[config.mk]
export PLATFORM = sky130hd
export DESIGN_NAME = reg_dump_reader_flat
export DESIGN_NICKNAME = d
export VERILOG_FILES = /design/src/rtl/reg_dump_reader_if.sv /design/src/rtl/reg_dump_reader.sv /design/src/flat_wrapper.sv
export SDC_FILE = /design/constraint.sdc
export NUM_CORES = 1
export LEC_CHECK = 0
export CAP_MARGIN = 30
export CORE_ASPECT_RATIO = 1.2
export CORE_MARGIN = 2
export CORE_UTILIZATION = 30
export CTS_CLUSTER_DIAMETER = 120
export DETAILED_ROUTE_END_ITERATION = 10
export PLACE_DENSITY_LB_ADDON = 0.05
export SYNTH_ARGS = -nofsm -noshare
export SYNTH_HDL_FRONTEND = slang
export SYNTH_SLANG_ARGS = --single-unit
[constraint.sdc]
create_clock -name CLK -period 1.4 [get_ports CLK]
set_clock_uncertainty 0.05 [all_clocks]
set_input_delay 0.21 -clock CLK [delete_from_list [all_inputs] [get_ports CLK]]
set_output_delay 0.21 -clock CLK [all_outputs]
set_load 0.01 [all_outputs]
[src/rtl/reg_dump_reader_if.sv]
// Valid/ready beat stream carrying register-dump data out of reg_dump_reader.
interface reg_dump_reader_if #(
    parameter int ADDR_WIDTH = 3,
    parameter int DATA_WIDTH = 8
);
    logic [DATA_WIDTH-1:0] DOUT_DATA;
    logic [ADDR_WIDTH-1:0] DOUT_ADDR;
    logic                  DOUT_LAST;
    logic                  DOUT_VALID;
    logic                  DOUT_READY;

    modport master (output DOUT_DATA, DOUT_ADDR, DOUT_LAST, DOUT_VALID, input DOUT_READY);
    modport slave  (input DOUT_DATA, DOUT_ADDR, DOUT_LAST, DOUT_VALID, output DOUT_READY);
endinterface

[src/rtl/reg_dump_reader.sv]
// Sweeps the register file read port on START and streams every register out as one beat.
// Optional REG_DUMP_CHECKSUM_EN appends one XOR-checksum beat (addr 0, LAST=1) to each sweep.
module reg_dump_reader #(
    parameter int NUM_REGS      = 8,
    parameter int ADDR_WIDTH    = 3,
    parameter int DATA_WIDTH    = 8,
    parameter int SETTLE_CYCLES = 1
) (
    input  logic                  CLK,
    input  logic                  RESET,
    input  logic                  START,
    output logic [ADDR_WIDTH-1:0] RF_ADDRESS,
    input  logic [DATA_WIDTH-1:0] RF_DATA,
    reg_dump_reader_if.master     dout,
    output logic                  BUSY,
    output logic                  DONE
);
    typedef enum logic [1:0] {IDLE, SETUP, SEND, FIN} state_t;

    localparam int CNT_W = (SETTLE_CYCLES > 0) ? $clog2(SETTLE_CYCLES + 1) : 1;
    localparam logic [CNT_W-1:0]      CNT_INIT  = CNT_W'(SETTLE_CYCLES);
    localparam logic [ADDR_WIDTH-1:0] LAST_ADDR = ADDR_WIDTH'(NUM_REGS - 1);

    state_t           state, state_nxt;
    logic [CNT_W-1:0] cnt;
    logic             xfer;
    logic             last_reg;

    assign xfer     = dout.DOUT_VALID & dout.DOUT_READY;
    assign last_reg = (RF_ADDRESS == LAST_ADDR);

`ifdef REG_DUMP_CHECKSUM_EN
    logic [DATA_WIDTH-1:0] chk_acc;
    logic                  chk_beat;
`endif

    always_ff @(posedge CLK or posedge RESET) begin
        if (RESET) state <= IDLE;
        else       state <= state_nxt;
    end

    always_comb begin
        state_nxt = state;
        BUSY      = (state != IDLE);
        DONE      = (state == FIN);
        case (state)
            IDLE:  if (START) state_nxt = SETUP;
            SETUP: if (cnt == '0) state_nxt = SEND;
            SEND:
                if (xfer) begin
`ifdef REG_DUMP_CHECKSUM_EN
                    if (chk_beat)      state_nxt = FIN;
                    else if (last_reg) state_nxt = SEND;
                    else               state_nxt = SETUP;
`else
                    state_nxt = last_reg ? FIN : SETUP;
`endif
                end
            FIN:   state_nxt = IDLE;
            default: state_nxt = IDLE;
        endcase
    end

    // Beat registers are loaded once per register; RF_DATA is not looked at again in SEND.
    always_ff @(posedge CLK or posedge RESET) begin
        if (RESET) begin
            RF_ADDRESS      <= '0;
            cnt             <= '0;
            dout.DOUT_DATA  <= '0;
            dout.DOUT_ADDR  <= '0;
            dout.DOUT_LAST  <= 1'b0;
            dout.DOUT_VALID <= 1'b0;
`ifdef REG_DUMP_CHECKSUM_EN
            chk_acc         <= '0;
            chk_beat        <= 1'b0;
`endif
        end else begin
            case (state)
                IDLE:
                    if (START) begin
                        RF_ADDRESS <= '0;
                        cnt        <= CNT_INIT;
`ifdef REG_DUMP_CHECKSUM_EN
                        chk_acc    <= '0;
                        chk_beat   <= 1'b0;
`endif
                    end
                SETUP:
                    if (cnt != '0) begin
                        cnt <= cnt - 1'b1;
                    end else begin
                        dout.DOUT_DATA  <= RF_DATA;
                        dout.DOUT_ADDR  <= RF_ADDRESS;
                        dout.DOUT_VALID <= 1'b1;
`ifdef REG_DUMP_CHECKSUM_EN
                        dout.DOUT_LAST  <= 1'b0;
                        chk_acc         <= chk_acc ^ RF_DATA;
`else
                        dout.DOUT_LAST  <= last_reg;
`endif
                    end
                SEND:
                    if (xfer) begin
`ifdef REG_DUMP_CHECKSUM_EN
                        if (chk_beat) begin
                            dout.DOUT_VALID <= 1'b0;
                            dout.DOUT_LAST  <= 1'b0;
                            chk_beat        <= 1'b0;
                        end else if (last_reg) begin
                            // Trailing checksum beat follows directly, VALID stays high.
                            dout.DOUT_DATA <= chk_acc;
                            dout.DOUT_ADDR <= '0;
                            dout.DOUT_LAST <= 1'b1;
                            chk_beat       <= 1'b1;
                        end else begin
                            RF_ADDRESS      <= RF_ADDRESS + 1'b1;
                            cnt             <= CNT_INIT;
                            dout.DOUT_VALID <= 1'b0;
                        end
`else
                        if (last_reg) begin
                            dout.DOUT_VALID <= 1'b0;
                            dout.DOUT_LAST  <= 1'b0;
                        end else begin
                            RF_ADDRESS      <= RF_ADDRESS + 1'b1;
                            cnt             <= CNT_INIT;
                            dout.DOUT_VALID <= 1'b0;
                        end
`endif
                    end
                default: ;
            endcase
        end
    end
endmodule

[src/flat_wrapper.sv]
// flat-port wrapper written by rule: the top's interface ports become plain ports
module reg_dump_reader_flat 
#(
    parameter int NUM_REGS      = 8,
    parameter int ADDR_WIDTH    = 3,
    parameter int DATA_WIDTH    = 8,
    parameter int SETTLE_CYCLES = 1
)
  (CLK, RESET, START, RF_ADDRESS, RF_DATA, BUSY, DONE, dout_DOUT_DATA, dout_DOUT_ADDR, dout_DOUT_LAST, dout_DOUT_VALID, dout_DOUT_READY);
  reg_dump_reader_if #(.ADDR_WIDTH(ADDR_WIDTH), .DATA_WIDTH(DATA_WIDTH)) dout_i ();
  input  logic CLK;
  input  logic RESET;
  input  logic START;
  output logic [ADDR_WIDTH-1:0] RF_ADDRESS;
  input  logic [DATA_WIDTH-1:0] RF_DATA;
  output logic BUSY;
  output logic DONE;
  output wire logic [$bits(dout_i.DOUT_DATA)-1:0] dout_DOUT_DATA;
  output wire logic [$bits(dout_i.DOUT_ADDR)-1:0] dout_DOUT_ADDR;
  output wire logic [$bits(dout_i.DOUT_LAST)-1:0] dout_DOUT_LAST;
  output wire logic [$bits(dout_i.DOUT_VALID)-1:0] dout_DOUT_VALID;
  input wire logic [$bits(dout_i.DOUT_READY)-1:0] dout_DOUT_READY;
  assign dout_DOUT_DATA = dout_i.DOUT_DATA;
  assign dout_DOUT_ADDR = dout_i.DOUT_ADDR;
  assign dout_DOUT_LAST = dout_i.DOUT_LAST;
  assign dout_DOUT_VALID = dout_i.DOUT_VALID;
  assign dout_i.DOUT_READY = dout_DOUT_READY;
  reg_dump_reader #(.NUM_REGS(NUM_REGS), .ADDR_WIDTH(ADDR_WIDTH), .DATA_WIDTH(DATA_WIDTH), .SETTLE_CYCLES(SETTLE_CYCLES)) u_core (.CLK(CLK), .RESET(RESET), .START(START), .RF_ADDRESS(RF_ADDRESS), .RF_DATA(RF_DATA), .dout(dout_i), .BUSY(BUSY), .DONE(DONE));
endmodule
==> run summary, run 1 <==
The residual overflow from global routing is 0. In the routed layout, each cell is associated on average with a via count of 4.56. Among cell families on the critical path, the largest total delay comes from flip-flops. In this run the deepest clock path goes through 2 buffers. By area the synthesized netlist is led by sky130_fd_sc_hd__dfrtp_1 (50%), sky130_fd_sc_hd__mux2_4 (14%), sky130_fd_sc_hd__ha_1 (4.0%), sky130_fd_sc_hd__buf_6 (3.6%), sky130_fd_sc_hd__nand4b_4 (2.5%). Most common library cell in the layout ignoring fill and taps: sky130_fd_sc_hd__buf_4.

The signal on the critical path passes through ha_4 -> ha_4 -> nand4b_4 -> o211a_1 -> a221o_1. The proportion of synthesized chip area in sequential cells came out at 50.1%. The fraction of post-synthesis cell area in the top cell type by area was 50.1%. For this run, the number of Yosys warnings is 0.

In this design, the stage delay of the slowest critical-path cell is 440 ps. The flow ran to the end, but the final reports show violations. Leaving out filler cells and counting taps, the final layout contains 158. The die is 65.6 microns tall. The die is 55.4 microns wide. At the pin with the least slew margin, the transition time is 235 ps. The fraction of the cycle the final worst path needs was 108%.

Counting both buffers and inverters, the worst setup path holds a total of 0. At the later pin of the worst-skew pair, clock insertion delay measures 290 ps. Counting tap cells, the placed design contains a total of 147 instances. The floorplan step defined a die boundary enclosing 3630 sq um.

The logs give 3060 sq um for the core footprint and -112 ps for the worst setup slack after layout. The checks that failed: negative setup slack. The tools report the number of hold-slack violations in the final timing report as 0. Dividing the synthesized area by the synthesized cell count gives 13.6 sq um. The logs give 0 for the max-slew violation count and 26 for the number of distinct library cell variants in the gate-level netlist after synthesis. The top cell types in the final layout, fill and taps aside, are sky130_fd_sc_hd__buf_4 (19), sky130_fd_sc_hd__dfrtp_1 (15), sky130_fd_sc_hd__dlygate4sd2_1 (14). The logs give 13.4% for the overall routing resource usage and 84.3% for the max-slew headroom at the worst pin.

Dividing the detail-routed wire length by the instance count gives 13.1 microns. The tools report the sum of routed wire length over all layers as 2.07 mm. When the netlist entered floorplanning its net count stood at 85. TritonCTS built the clock tree.

STA puts the critical path data required time at 1530 ps. The detailed-route DRC error count is 0. The worst setup path is captured at a flop. Clock tree synthesis found a total of 19 sinks. After synthesis the netlist holds a flip-flop and latch count of 19. The logs give 30 for the number of I/O pins and 0 for the remaining number of nets flagged by the antenna check after routing.

Worst min-delay path class: primary input to asynchronous set/reset pin. Of the cells placed in the final design, the portion with a size suffix greater than 1 is 44.3%. Number of CTS-inserted buffers: 3.

For the arrival time of data at the critical path endpoint, the log shows 1640 ps. The most used cell along the critical path is sky130_fd_sc_hd__ha_4. Fill cells in the final layout number 292. The fraction of the core area covered by cells at the end of the flow was 48.4%. The tools report the number of setup violations in the final report as 14. The routability congestion estimate from global placement is 0.780. The critical path class is flop to flop.

CTS placed an instance of sky130_fd_sc_hd__clkbuf_4 at the clock tree root. The global-route wire length before repair came out at 3.78 mm. Depth of the CTS H-tree: 1. The initial antenna violation count came out at 0. The area growth from synthesis to layout is 55.6%. Entering global routing, the biggest net connects 12 pins. Derived from the worst setup path, the maximum achievable clock frequency is 661 MHz. The post-synthesis cell type with the largest combined area is sky130_fd_sc_hd__dfrtp_1. Cell with the biggest individual delay on the critical path: sky130_fd_sc_hd__dfrtp_2. Cell area after technology mapping: 950 sq um.

The worst path in the final design needs a cycle of 1510 ps, including I/O delays and setup. The run gives 138 as the number of nets in the layout. The largest driver fanout on the critical path was 6. The gate count of the mapped netlist is 70, and the effective utilization at floorplan is 31.1%. The floorplan row count was 22. The diode insertion count for antenna repair is 0, and the violation count after the first detailed-routing iteration is 11. Dividing total power by cell area gives a power density of 2110 nW/um^2.

Overall power consumption after layout is estimated at 3.12 mW. The number of max-cap violations is 0, and the number of vias in the routed layout is 720. For this design the static power due to leakage is 0.751 nW. The count of input and output buffers is 29, and the clock transition time at the flip-flop clock pins of the worst setup and hold paths is 100 ps.

The launching element type of the critical path is a flop. The maximum vdd drop came out at 0.000898 V. The via count of the first global-routing pass was 778. The number of detailed-route iterations in the first pass is 2. The run gives 1.53 mm as the half-perimeter wire length after placement. Setup repair after global routing could not meet its margin everywhere.
[repair_timing]
action | CTS | global route
buffers inserted | 6 | 1
hold endpoints to repair | 0 | 0
endpoints found under the setup margin | 23 | 20
hold buffers | 0 | 0
pin swaps | 4 | 3
gates resized for setup | 27 | 8
[flip-flops by register name (all words and copies together), names as in the netlist]
register	flops
u_core.dout.DOUT_DATA	8
u_core.RF_ADDRESS	3
u_core.dout.DOUT_ADDR	3
u_core.state	2
u_core.cnt	1
u_core.dout.DOUT_LAST	1
u_core.dout.DOUT_VALID	1
[per-layer routing]
layer  vias up  GRT usage [%]  share of wire (%)
met5         -              0                  0
met4         0           7.32                1.1
met3         2           2.17                3.7
met2        15           22.5                 51
met1       348           16.4                 45
li1        355              -                  -
[worst paths after layout]
kind	from	slack [ps]	cells after the start	endpoint
min	RESET	150	3	u_core.dout.DOUT_DATA[3]
max in group asynchronous	RESET	970	3	u_core.RF_ADDRESS[2]
min in group CLK	u_core.dout.DOUT_DATA[1]	460	1	u_core.dout.DOUT_DATA[1]
max reg2reg	u_core.RF_ADDRESS[0]	-110	5	u_core.RF_ADDRESS[1]
max	u_core.RF_ADDRESS[0]	-110	5	u_core.RF_ADDRESS[1]
min reg2reg	u_core.dout.DOUT_DATA[1]	460	1	u_core.dout.DOUT_DATA[1]
[power breakdown]
part	internal, mW	total, mW	switching (mW)	leakage, nW
registers	0.822	0.993	0.171	0.226
clock network	0.111	0.274	0.163	0.0150
logic	1.11	1.85	0.742	0.511
[area by class of cell]
type | count | area [sq um] | area share (%)
clock buffers | 4 | 26.3 | 1.78
well taps | 36 | 45.0 | 3.05
multi-input cells | 43 | 464 | 31.4
flip-flops and latches | 19 | 480 | 32.5
inverters | 5 | 18.8 | 1.27
repair buffers | 51 | 443 | 30.0
[kinds of logic (layout without fill, tap and decap cells)]
family	Yosys count	in the layout	share of synthesized area, %
buffers and inverters	8	60	5.53
AO/OA/AOI/OAI	13	13	11.1
multiplexers	12	12	17.7
adder cells (fa/ha/maj)	3	3	3.95
flip-flops	19	19	50.1
AND/OR/NAND/NOR	15	15	11.7
[synthesized netlist by cell type, drive strengths merged]
cell	count
nor2	3
o21ai	4
o211ai	1
nand3b	1
mux2	11
and2b	1
nand3	1
nand2b	1
a22o	1
dfrtp	19
nor3	1
buf	3
mux2i	1
a221o	2
nand4b	1
nand2	4
a21oi	1
and3b	1
inv	5
or3	1
a311oi	1
ha	3
o211a	2
a31o	1
[metrics by stage]
step / setup TNS [ps] / worst slack (ps) / hold WS, ps / instance area [sq um]
after global routing: -1540 / -156 / 158 / 1480
after detailed placement: -304 / -105 / 446 / 1400
after CTS: -884 / -102 / 140 / 1470
after floorplan: -238 / -96.8 / 111 / 977
after global placement: -264 / -88.3 / 439 / 1400
final: -752 / -112 / 149 / 1480
[worst reg2reg max path, stage by stage (launching register included)]
cell,delay [ps]
sky130_fd_sc_hd__dfrtp_2,440
sky130_fd_sc_hd__ha_4,170
sky130_fd_sc_hd__ha_4,140
sky130_fd_sc_hd__nand4b_4,190
sky130_fd_sc_hd__o211a_1,150
sky130_fd_sc_hd__a221o_1,260
(Power assumes the default switching activity.)
==> inputs of run 2 (changes only) <==
Settings changed: CORE_UTILIZATION 30 to 25.
==> run 2 against run 1 <==
The flow still finishes with violations (negative setup slack). First-iteration DRC count increased by 73%. Clock-buffer cell count shrank 1. Global-route usage is 2.7 points lower. Critical path depth is the same. Critical endpoint is now u_core.dout.DOUT_DATA[1]. Largest cell class unchanged. Largest power group unchanged.
==> run summary, run 2 (synthesis gave the netlist of run 1 again) <==
The run finished, with violations left. The checks that failed: negative setup slack. Global routing consumed, over all layers together, 10.7% of the routing resources. The time the worst path needs with I/O delays and setup came out at 1490 ps. The post-route netlist has 41.7% of its cells at a drive strength greater than 1. The routed layout has 723 vias.

The run gives 14 as the number of setup violations in the final report. Total power per unit cell area: 2130 nW/um^2. The worst setup path is captured at a flop.

In this run, the number of DRC markers left after iteration 0 of detailed routing was 19. The pre-antenna-repair detailed-routing pass consisted of 4 iterations. The library cell used most frequently in the layout, excluding fill and tap cells, is sky130_fd_sc_hd__buf_4.

The worst setup path is of the flop to flop kind. The growth of design area from synthesis to finish was 60.3%. The number of hold-slack violations in the final timing report is 0, and the instance area after placement is 1400 sq um. After routing the design area is 1520 sq um.

The logs give 234 ps for the hold slack and 0 for the max-slew violation count. The insertion delay to the later sink of the worst-skew pair is 250 ps, and the arrival time of data at the critical path endpoint is 1580 ps. The via count of the first global-routing pass came out at 770.

Setup repair after global routing could not meet its margin everywhere. Maximum vdd drop: 0.000656 V. After detailed routing, the number of vias per cell comes to 4.20.

For this run the aggregate overflow at the end of global routing stands at 0. The initial utilization of the core area, before any placement, comes to 26.1%. The worst setup path is launched from a flop. The total power draw is 3.25 mW. The area of the die was 4310 sq um.

The cell type group with the largest total delay on the critical path is flip-flops. Register bank with the most flops: u_core.dout.DOUT_DATA. The tool flagged a number of max-cap violations equal to 0.

The core footprint was 3630 sq um; the half-perimeter wire length after placement was 1.49 mm. The worst min-delay path class is primary input to asynchronous set/reset pin. 0 antenna diodes ended up in the layout. The depth of the CTS H-tree came out at 1. Of all nets on the critical path, the largest fanout is 5.

The run gives -1060 ps as the accumulated negative setup slack. The post-placement cell count is 160. The tree is rooted in a sky130_fd_sc_hd__clkbuf_8. The tools report the initial antenna violation count as 0. The global-route wire length before repair was 3.44 mm. For the remaining number of nets flagged by the antenna check after routing, the log shows 0.

The number of buffers and inverters on the critical path is 2. The number of I/O pins was 30. The number of buffers on the longest clock path was 2; the max-slew headroom at the worst pin was 82.8%. The endpoint required time on the critical path was 1490 ps.

For this run, the number of standard cells in the final layout without fillers is 172. The slowest stage of the critical path is the sky130_fd_sc_hd__dfrtp_1 cell. The run gives 0.770 nW as the reported leakage power.

Dividing the detail-routed wire length by the instance count gives 12.8 microns. At the pin with the least slew margin, the transition time is 258 ps. Entering global routing, the biggest net connects 20 pins.

The tools report the number of CTS-inserted buffers as 3. The tools report the routability congestion estimate from global placement as 0.838. The net count of the finished layout is 136. The initialized floorplan defines 24 standard-cell rows. The clock transition time at the flip-flop clock pins of the worst setup and hold paths was 80 ps. The tools report the number of sinks on the clock net as 19. The largest registers in the layout are u_core.dout.DOUT_DATA: 8 flops, u_core.RF_ADDRESS: 3 flops, u_core.dout.DOUT_ADDR: 3 flops. In this run the critical register-to-register path is launched from u_core.state[1]. For this run, the slowest stage of the critical path takes 400 ps. The worst setup slack after layout is -86.7 ps.

The count of input and output buffers came out at 29. The flip-flop count of the largest register, all copies and words added is 8. The critical path goes through buf_6 -> nand2b_4 -> nor2_4 -> clkbuf_16 -> mux2_4. Fill cells in the final layout number 356. The floorplan step set the die width to 60.3 microns. Chip height: 71.5 microns. The worst path uses 106% of the clock period. TritonCTS built the clock tree. After detailed routing, the total wire length is 2.20 mm. Startpoint of the most critical setup path: u_core.state[1]. The detailed-route DRC error count was 0; the maximum clock rate was 673 MHz. In the layout the commonest cells are sky130_fd_sc_hd__buf_4 (17), sky130_fd_sc_hd__dfrtp_1 (15), sky130_fd_sc_hd__dlygate4sd2_1 (13).
-- run 2: cell count changes in the layout (fill, tap and decap cells not counted), moves of 2 or more --
cell | before | now
sky130_fd_sc_hd__clkbuf_4 | 3 | 0
sky130_fd_sc_hd__clkbuf_8 | 0 | 3
sky130_fd_sc_hd__buf_4 | 19 | 17
sky130_fd_sc_hd__dlymetal6s2s_1 | 0 | 2
-- run 2: final timing paths --
kind / depth (start not counted) / endpoint / slack [ps]
worst min register to register: 1 / u_core.dout.DOUT_DATA[3] / 450
worst min-delay path: 3 / u_core.dout.DOUT_ADDR[0] / 230
worst max-delay path: 5 / u_core.dout.DOUT_DATA[1] / -90
min in group CLK: 1 / u_core.dout.DOUT_DATA[3] / 450
max in group asynchronous: 3 / u_core.RF_ADDRESS[0] / 840
worst max register to register: 5 / u_core.dout.DOUT_DATA[1] / -90
-- run 2: routing by layer --
metal / global-route usage (%) / part of all wire (%)
met1: 13.6 / 46
met2: 17.4 / 48
met3: 2.53 / 5.0
met4: 3.70 / 0.55
met5: 0 / 0
-- run 2: cell type report --
class	count	area [sq um]	share of cell area [%]
Clock buffer	3	41.3	2.71
Clock inverter	1	5.00	0.329
Inverter	5	18.8	1.23
Multi-Input combinational cell	43	459	30.2
Sequential cell	19	480	31.6
Tap cell	52	65.1	4.27
Timing Repair Buffer	49	453	29.7
-- run 2: through the flow --
| stage | util (%) | worst slack (ps) |
|---|---|---|
| floorplan | - | -96.8 |
| CTS | 40.5 | -87.2 |
| finish | 41.9 | -86.7 |
| global placement | 38.6 | -86.9 |
| detailed placement | 38.6 | -109 |
| global route | 41.9 | -145 |
-- run 2: what timing repair did --
item	in CTS	in global routing
buffers inserted	4	3
endpoints found under the setup margin	19	20
hold buffers	0	0
gates cloned	0	1
pin swaps	3	1
resized for setup	21	9
-- run 2: power by group --
group          internal, mW  total (mW)  switching, mW  leakage (nW)
clock                 0.198       0.384          0.186        0.0255
sequential            0.824       0.995          0.171         0.226
combinational          1.12        1.87          0.746         0.519
total                  2.14        3.25           1.10         0.770
-- run 2: tightest hold or removal path, stage by stage --
cell and delay (ps):
sky130_fd_sc_hd__clkdlybuf4s50_1 400, sky130_fd_sc_hd__inv_1 50, sky130_fd_sc_hd__buf_4 260
